==> src/rtl/sample_serializer_pkg.sv <==
// Shared definitions for the sample serializer: default widths
// and the FSM state encoding used by the block controller.
package sample_serializer_pkg;

  localparam int DATA_W_DEF = 16;
  localparam int ADDR_W_DEF = 8;

  typedef enum logic [1:0] {
    IDLE  = 2'd0,
    LOAD  = 2'd1,
    SHIFT = 2'd2,
    DONE  = 2'd3
  } state_t;

endpackage

==> src/rtl/sample_serializer_piso.sv <==
// piso_shift: parallel-load / serial-out register, MSB first.
// Ports: clk, reset (sync, high), load, shift, din -> msb, bit_idx.
module piso_shift
  import sample_serializer_pkg::*;
#(
  parameter int W = DATA_W_DEF
) (
  input  logic                 clk,
  input  logic                 reset,
  input  logic                 load,
  input  logic                 shift,
  input  logic [W-1:0]         din,
  output logic                 msb,
  output logic [$clog2(W)-1:0] bit_idx
);

  logic [W-1:0] sr;

  // A load in the bit-0 cycle overrides the shift so the next
  // word follows without a gap.
  always_ff @(posedge clk) begin
    if (reset) begin
      sr      <= '0;
      bit_idx <= '0;
    end else if (load) begin
      sr      <= din;
      bit_idx <= ($clog2(W))'(W - 1);
    end else if (shift) begin
      sr      <= {sr[W-2:0], 1'b0};
      bit_idx <= bit_idx - 1'b1;
    end
  end

  assign msb = sr[W-1];

endmodule

==> src/rtl/sample_serializer.sv <==
// Streams a block of memory words out serially, MSB first.
// Ports: Sclk, Reset, Start, Base_Address, Word_Count, Mute,
//        data_stored -> read_enable, Read_Address, Serial_Out,
//        Frame, Busy, Done.
module sample_serializer
  import sample_serializer_pkg::*;
#(
  parameter int DATA_W = DATA_W_DEF,
  parameter int ADDR_W = ADDR_W_DEF
) (
  input  logic              Sclk,
  input  logic              Reset,
  input  logic              Start,
  input  logic [ADDR_W-1:0] Base_Address,
  input  logic [ADDR_W:0]   Word_Count,
  input  logic              Mute,
  output logic              read_enable,
  output logic [ADDR_W-1:0] Read_Address,
  input  logic [DATA_W-1:0] data_stored,
  output logic              Serial_Out,
  output logic              Frame,
  output logic              Busy,
  output logic              Done
);

  localparam int BW = $clog2(DATA_W);

  state_t            state;
  state_t            state_nx;
  logic [ADDR_W-1:0] base_q;
  logic [ADDR_W-1:0] addr_q;
  logic [ADDR_W:0]   left_q;
  logic [BW-1:0]     bit_idx;
  logic              msb;
  logic              accept;
  logic              last_bit;
  logic              more;
  logic              load;
  logic              shift;
  logic [DATA_W-1:0] load_data;

  assign accept   = (state == IDLE) && Start
                    && (Word_Count != '0);
  assign last_bit = (bit_idx == '0);
  // left_q counts words not yet loaded.
  assign more     = (left_q != '0);
  assign load_data = Mute ? '0 : data_stored;

  always_ff @(posedge Sclk) begin
    if (Reset) state <= IDLE;
    else       state <= state_nx;
  end

  always_comb begin
    state_nx     = state;
    read_enable  = 1'b0;
    Read_Address = addr_q;
    load         = 1'b0;
    shift        = 1'b0;
    Serial_Out   = 1'b0;
    Frame        = 1'b0;
    Busy         = 1'b0;
    Done         = 1'b0;
    unique case (state)
      IDLE: begin
        if (accept) state_nx = LOAD;
      end
      LOAD: begin
        Busy         = 1'b1;
        read_enable  = 1'b1;
        Read_Address = base_q;
        load         = 1'b1;
        state_nx     = SHIFT;
      end
      SHIFT: begin
        Busy       = 1'b1;
        shift      = 1'b1;
        Serial_Out = msb;
        Frame      = (bit_idx == BW'(DATA_W - 1));
        if (last_bit) begin
          if (more) begin
            read_enable  = 1'b1;
            Read_Address = addr_q + 1'b1;
            load         = 1'b1;
          end else begin
            state_nx = DONE;
          end
        end
      end
      DONE: begin
        Done     = 1'b1;
        state_nx = IDLE;
      end
      default: state_nx = IDLE;
    endcase
  end

  // addr_q remembers the last address presented so Read_Address
  // holds between reads and the next prefetch is addr_q + 1.
  always_ff @(posedge Sclk) begin
    if (Reset) begin
      base_q <= '0;
      addr_q <= '0;
      left_q <= '0;
    end else begin
      if (accept) begin
        base_q <= Base_Address;
        left_q <= Word_Count;
      end
      if (load) begin
        addr_q <= Read_Address;
        left_q <= left_q - 1'b1;
      end
    end
  end

  piso_shift #(
    .W(DATA_W)
  ) u_piso (
    .clk    (Sclk),
    .reset  (Reset),
    .load   (load),
    .shift  (shift),
    .din    (load_data),
    .msb    (msb),
    .bit_idx(bit_idx)
  );

endmodule

==> config.mk <==
export PLATFORM = sky130hd
export DESIGN_NAME = sample_serializer
export DESIGN_NICKNAME = d
export VERILOG_FILES = /design/src/rtl/sample_serializer_pkg.sv /design/src/rtl/sample_serializer_piso.sv /design/src/rtl/sample_serializer.sv
export SDC_FILE = /design/constraint.sdc
export NUM_CORES = 1
export LEC_CHECK = 0
export BUFFER_PORTS_ARGS = -buffer_cell sky130_fd_sc_hd__buf_2
export CORE_UTILIZATION = 40
export CTS_CLUSTER_DIAMETER = 150
export DETAILED_ROUTE_END_ITERATION = 12
export PLACE_DENSITY_LB_ADDON = 0.1
export RECOVER_POWER = 100
export SLEW_MARGIN = 0
export SYNTH_ARGS = -nofsm -noshare
export SYNTH_HDL_FRONTEND = slang
export SYNTH_SLANG_ARGS = --single-unit
==> constraint.sdc <==
create_clock -name Sclk -period 2.6 [get_ports Sclk]
set_input_delay 0.52 -clock Sclk [delete_from_list [all_inputs] [get_ports Sclk]]
set_output_delay 0.52 -clock Sclk [all_outputs]
set_load 0.02 [all_outputs]
# Yosys cells after proc, flatten, opt, wreduce, memory -nomap -nowiden
# Index checks and enable logic that the tools add are counted.
[totals] in_bits=37 regBits=47 output_inout_bits=13
[op_classes] reduce_logical=10 n_eq_ne=7 muxes=22 add_sub_neg=3
[ops] op="2-to-1 mux 16 bit" n=3
[ops] op="2-to-1 mux 9 bit" n=2
[ops] op="nonzero test 9 bit" n=2
[ops] op="2-to-1 mux 8 bit" n=2
[ops] op="case mux 8 bit (2 select lines)" n=1
[ops] op="subtractor 9 x 1 -> 9 bit, second input constant" n=1
[ops] op="adder 8 x 1 -> 8 bit, second input constant" n=1
[ops] op="2-to-1 mux 4 bit" n=2
[ops] op="case mux 2 bit (4 select lines)" n=1
[ops] op="2-to-1 mux 1 bit" n=7
[ops] op="2-to-1 mux 2 bit" n=3
[ops] op="inequality test 2 bit, second input constant" n=3
[ops] op="== test 2 bit, second input constant" n=2
[ops] op="== test 4 bit, second input constant" n=1
[ops] op="logical NOT 4 bit" n=1
[ops] op="nonzero test 2 bit" n=2
[ops] op="subtractor 4 x 1 -> 4 bit, second input constant" n=1
[ops] op="AND reduction 3 bit" n=1
[ops] op="== test 2 x 1 -> 1 bit, second input constant" n=1
[ops] op="logical AND 1 bit" n=2
[ops] op="logical NOT 2 bit" n=1
[ops] op="case mux 1 bit (2 select lines)" n=1
[ops] op="OR reduction 2 bit" n=1

# Longest topological paths before layout
[logic_depth] ltp_word=5 mapped_depth=10 depth_no_buf=8

# By module
# Synthesis repeated with hierarchy kept, for this count alone.
[unflattened] hier_cells=365 hier_area_um2=2966.6
[modules_own_cells] mod="sample_serializer" area_per_inst_um2=1905.6 instances=1 seq_area_each_um2=540.5 cells_each=260
[modules_own_cells] mod="piso_shift" area_per_inst_um2=1061.0 instances=1 seq_area_each_um2=400.4 cells_each=105

# Worst setup path after synthesis
# Ideal clock, no wire load.
[synth_timing] path_type="reg-to-output" startpoint="register left_q[0]" endpoint="output Read_Address[2]" n_path_buf=1 stages_incl_launch_ff=8 setup_slack_ns=-0.302 t_arrival_ns=2.382 path_cell_list="dfxtp_1 > inv_1 > ha_1 > or4b_1 > buf_6 > o31a_4 > o311ai_0 > a21boi_0"
[synth_via] elab_chain_cells=4
[synth_lines] item="from (decl)" line="sample_serializer.sv:32" rtl="logic [ADDR_W:0] left_q;"
[synth_lines] item="from (signal assigned)" line="sample_serializer.sv:108" rtl="left_q <= Word_Count;"
[synth_lines] item="from (signal assigned)" line="sample_serializer.sv:112" rtl="left_q <= left_q - 1'b1;"
[synth_lines] item="nonzero test 9 bit" line="sample_serializer.sv:46" rtl="assign more = (left_q != '0);"
[synth_lines] item="2-to-1 mux 8 bit" line="sample_serializer.sv:81" rtl="if (more) begin"
[synth_lines] item="2-to-1 mux 8 bit" line="sample_serializer.sv:80" rtl="if (last_bit) begin"
[synth_lines] item="case mux 8 bit (2 select lines)" line="sample_serializer.sv:64" rtl="unique case (state)"
[synth_lines] item="to (decl)" line="sample_serializer.sv:18" rtl="output logic [ADDR_W-1:0] Read_Address,"
# Every way passes these cells.

# Worst setup path after layout
[layout_timing] startpoint="register left_q[1]" endpoint="output Read_Address[2]"
# Same word-level chain as after synthesis.

==> metrics.md <==
| Metric | Value |
|---|---|
| Die Footprint | `7520 µm²` |
| WL/cell | `14.6 µm` |
| I/O Buffers | `49` |
| Largest net degree at the start of global routing | `52` |
| TritonCTS Buffers | `5` |
| Final nets | `463` |
| Core ar. | `6870 µm²` |
| Fmax | `347 MHz` |
| Buf+Inv Stages, Crit Path | `2` |
| CP Data Arrival Time | `2.36 ns` |
| Slew headroom | `0.597` |
| FFs w/ async S/R, synth | `0` |
| TritonCTS clock tree | `done` |
| Crit-path cells | `inv_2 -> ha_4 -> or4b_4 -> o31a_4 -> o311ai_1 -> a21boi_2 -> buf_2` |
| Initial antenna violation count | `0` |
| Startpoint type of the worst setup path | `register` |
| Ys flop type | `dfxtp_1` |
| Vias per std cell | `5.48` |
| Total number of vias | `2819` |
| H-Tree Depth | `2` |
| Failing checks | `negative setup slack` |
| Die width | `86.7 µm` |
| Crit-path max cell delay | `0.52 ns` |
| Reg power frac | `0.223` |
| Area growth syn-to-layout | `29.7%` |
| Maximum vdd drop | `0.747 mV` |
| Synth Instances | `347` |
| Row count | `30` |
| Layout cell share with drive strength beyond 1 | `0.325` |
| CTS Root Cell | `clkbuf_8` |
| Initial Util | `0.418` |
| CP max FO | `4` |
| Grt ovf | `0` |
| Synth top area cells | `dfxtp_1, nand2_1, nor2_1, a311oi_2, a311oi_1` |
| Tot GR Track Use | `0.214` |
| Worst slew pin tran | `0.605 ns` |
| Antenna diodes | `0` |
| ANT nets after route | `0` |
| Mapped Area | `2870 µm²` |
| Placed standard-cell area | `3440 µm²` |
| P_int | `2.80 mW` |
| Drt first-iter violations | `105` |
| Final hold violations | `0` |
| Yosys warns | `0` |
| Final hold slack | `0.436 ns` |
| Final min period | `2.88 ns` |
| Height of the chip | `86.7 µm` |
| CTS Buffer Depth | `2` |
| First-pass GRT wire length | `12600 µm` |
| RSZ-0062 raised after global routing | `true` |
| Finished Layout Cells | `514` |
| Fin area | `3720 µm²` |
| Critical path capture point type | `output pin` |
| WL final | `7490 µm` |
| Fill cell count | `669` |
| Vias in the first global route | `2634` |
| Pwr Density | `1380 nW/µm²` |
| Post-Place Cells | `500` |
| GP Congestion | `0.829` |
| Num Clock Sinks | `47` |
| Hold-fix buffers at CTS | `0` |
| Final worst setup slack | `-0.284 ns` |
| Post-synth EDFFs | `0` |
| WS Path Type | `reg -> out` |
| Final period utilization | `1.11` |
| Post-synthesis net count | `393` |
| Detail Placement HPWL | `5260 µm` |
| Post-synth cell types | `67` |
| Sw Share | `0.455` |
| Max Cap Violations | `0` |
| Register area | `942 µm²` |
| CP required | `2.08 ns` |
| Share of power burned in combinational logic | `0.666` |
| Clock share of power | `0.112` |
| Synth top area share | `0.328` |
| Register area share after synthesis | `0.328` |
| Footprint of the multi-input gates | `1870 µm²` |
| I/O pin count | `50` |
| Residual DRC | `0` |
| Final Max Slew Viols | `0` |
| DR pass1 iterations | `4` |
| Synthesized flop and latch total | `47` |
| CTS clk-pin slew, worst paths | `0.10 ns` |
| Worst hold path type | `in -> reg` |
| Psw | `2.34 mW` |
| Crit-path slowest cell | `or4b_4` |
| Lkg Pwr | `1.42 nW` |
| Cell family with most CP delay | `compound AO/OA/AOI/OAI gates` |
| Final setup fails | `9` |
| Worst skew pair latency | `0.31 ns` |
| Clock Skews | `0.0135 ns` |
| Avg Inst Size Synth | `8.28 µm²` |
| Status | `finished with violations` |
| Yosys top cell by area | `dfxtp_1` |
-- repair_timing --
action                     CTS  global route
resized for setup           22            15
buffers inserted             3             3
setup endpoints to repair    9             9
pin swaps                   11             5
-- through the flow --
stage / util / worst slack [ns] / setup TNS, ns / total power, mW
finish: 0.542 / -0.284 / -2.20 / 5.14
global route: 0.542 / -0.356 / -2.90 / 5.53
CTS: 0.531 / -0.307 / -2.25 / 4.96
detailed placement: 0.501 / -0.191 / -1.03 / 4.20
global placement: 0.501 / -0.166 / -0.874 / 4.18
floorplan: - / -0.0662 / -0.0662 / 3.24
-- layer usage --
layer,GRT usage,share of wire,routed length [µm],up-vias
li1,-,-,-,1413
met1,0.285,0.49,3660,1342
met2,0.361,0.46,3450,59
met3,0.0419,0.042,316,5
met4,0.0409,0.0080,60,0
met5,0,0,0,-
-- state kept, by name, indices dropped and copies added, names as in the netlist --
signal          flops
addr_q              8
base_q              8
left_q              9
state               2
u_piso.bit_idx      4
u_piso.sr          16
-- power by group through the flow --
stage	combinational [mW]	clock, mW	sequential (mW)
floorplan	2.12	0	1.12
global placement	3.04	0	1.14
detailed placement	3.06	0	1.14
CTS	3.25	0.578	1.14
global route	3.74	0.614	1.18
finish	3.42	0.575	1.14
-- cells in the final DEF (no fill, tap or decap), types with 4 or more instances in the layout --
cell / n
a311oi_1: 13
nand3b_1: 15
ha_1: 6
inv_1: 10
buf_2: 41
buf_4: 34
clkbuf_8: 5
dfxtp_1: 46
o21ai_0: 7
a311oi_2: 8
nand2_1: 49
nor3_1: 5
a211oi_1: 7
nor2_1: 41
buf_6: 8
nand3_1: 5
a21oi_1: 21
a31oi_1: 4
-- cell families (layout without fill, tap and decap cells) --
| group | after synthesis | in the layout | share of synthesized area |
|---|---|---|---|
| AO/OA/AOI/OAI | 100 | 100 | 0.290 |
| flip-flops | 47 | 47 | 0.328 |
| AND/OR/NAND/NOR | 143 | 143 | 0.249 |
| adder cells (fa/ha/maj) | 9 | 9 | 0.0392 |
| XOR/XNOR | 2 | 2 | 0.00610 |
| buffers and inverters | 40 | 111 | 0.0662 |
| multiplexers | 6 | 6 | 0.0222 |
-- final timing paths --
check                                       startpoint                endpoint  slack (ns)  cells after the start
worst max register to register  left_q[1]$_SDFFE_PP0P_  left_q[8]$_SDFFE_PP0P_        0.14                     10
worst min-delay path                   Base_Address[3]  base_q[3]$_SDFFE_PP0P_        0.44                      3
worst min register to register  base_q[5]$_SDFFE_PP0P_  base_q[5]$_SDFFE_PP0P_        0.46                      2
worst max-delay path            left_q[1]$_SDFFE_PP0P_         Read_Address[2]       -0.28                      7
-- layout make-up --
cell class / instances / share of cell area
Sequential cell: 47 / 0.253
Tap cell: 96 / 0.0322
Clock buffer: 5 / 0.0185
Inverter: 14 / 0.0148
Multi-Input combinational cell: 260 / 0.502
Clock inverter: 3 / 0.0124
Timing Repair Buffer: 89 / 0.167
-- cells in the mapped netlist (3+ instances only) --
cell	number
a2bb2oi_1	3
a21oi_1	22
o221ai_1	3
buf_2	3
o21ai_0	9
buf_6	4
a211oi_1	7
ha_1	9
clkbuf_1	16
nor2_1	42
inv_1	12
nor3_1	6
a311oi_2	8
mux2_2	3
a311oi_1	13
nand4b_1	3
a31oi_1	6
dfxtp_1	47
mux2i_1	3
nand3_1	5
and2_1	3
nand2_1	50
nand3b_1	15
and3_1	3
-- worst reg2reg max path, stage by stage (launching register included) --
cell       delay, ns
dfxtp_2         0.33
inv_2           0.07
ha_4            0.14
or4b_4          0.52
buf_4           0.18
o311a_4         0.38
nor2_8          0.10
inv_4           0.07
buf_4           0.17
and4_4          0.20
a2111oi_2       0.21
Power figures use the tool's default switching activity.
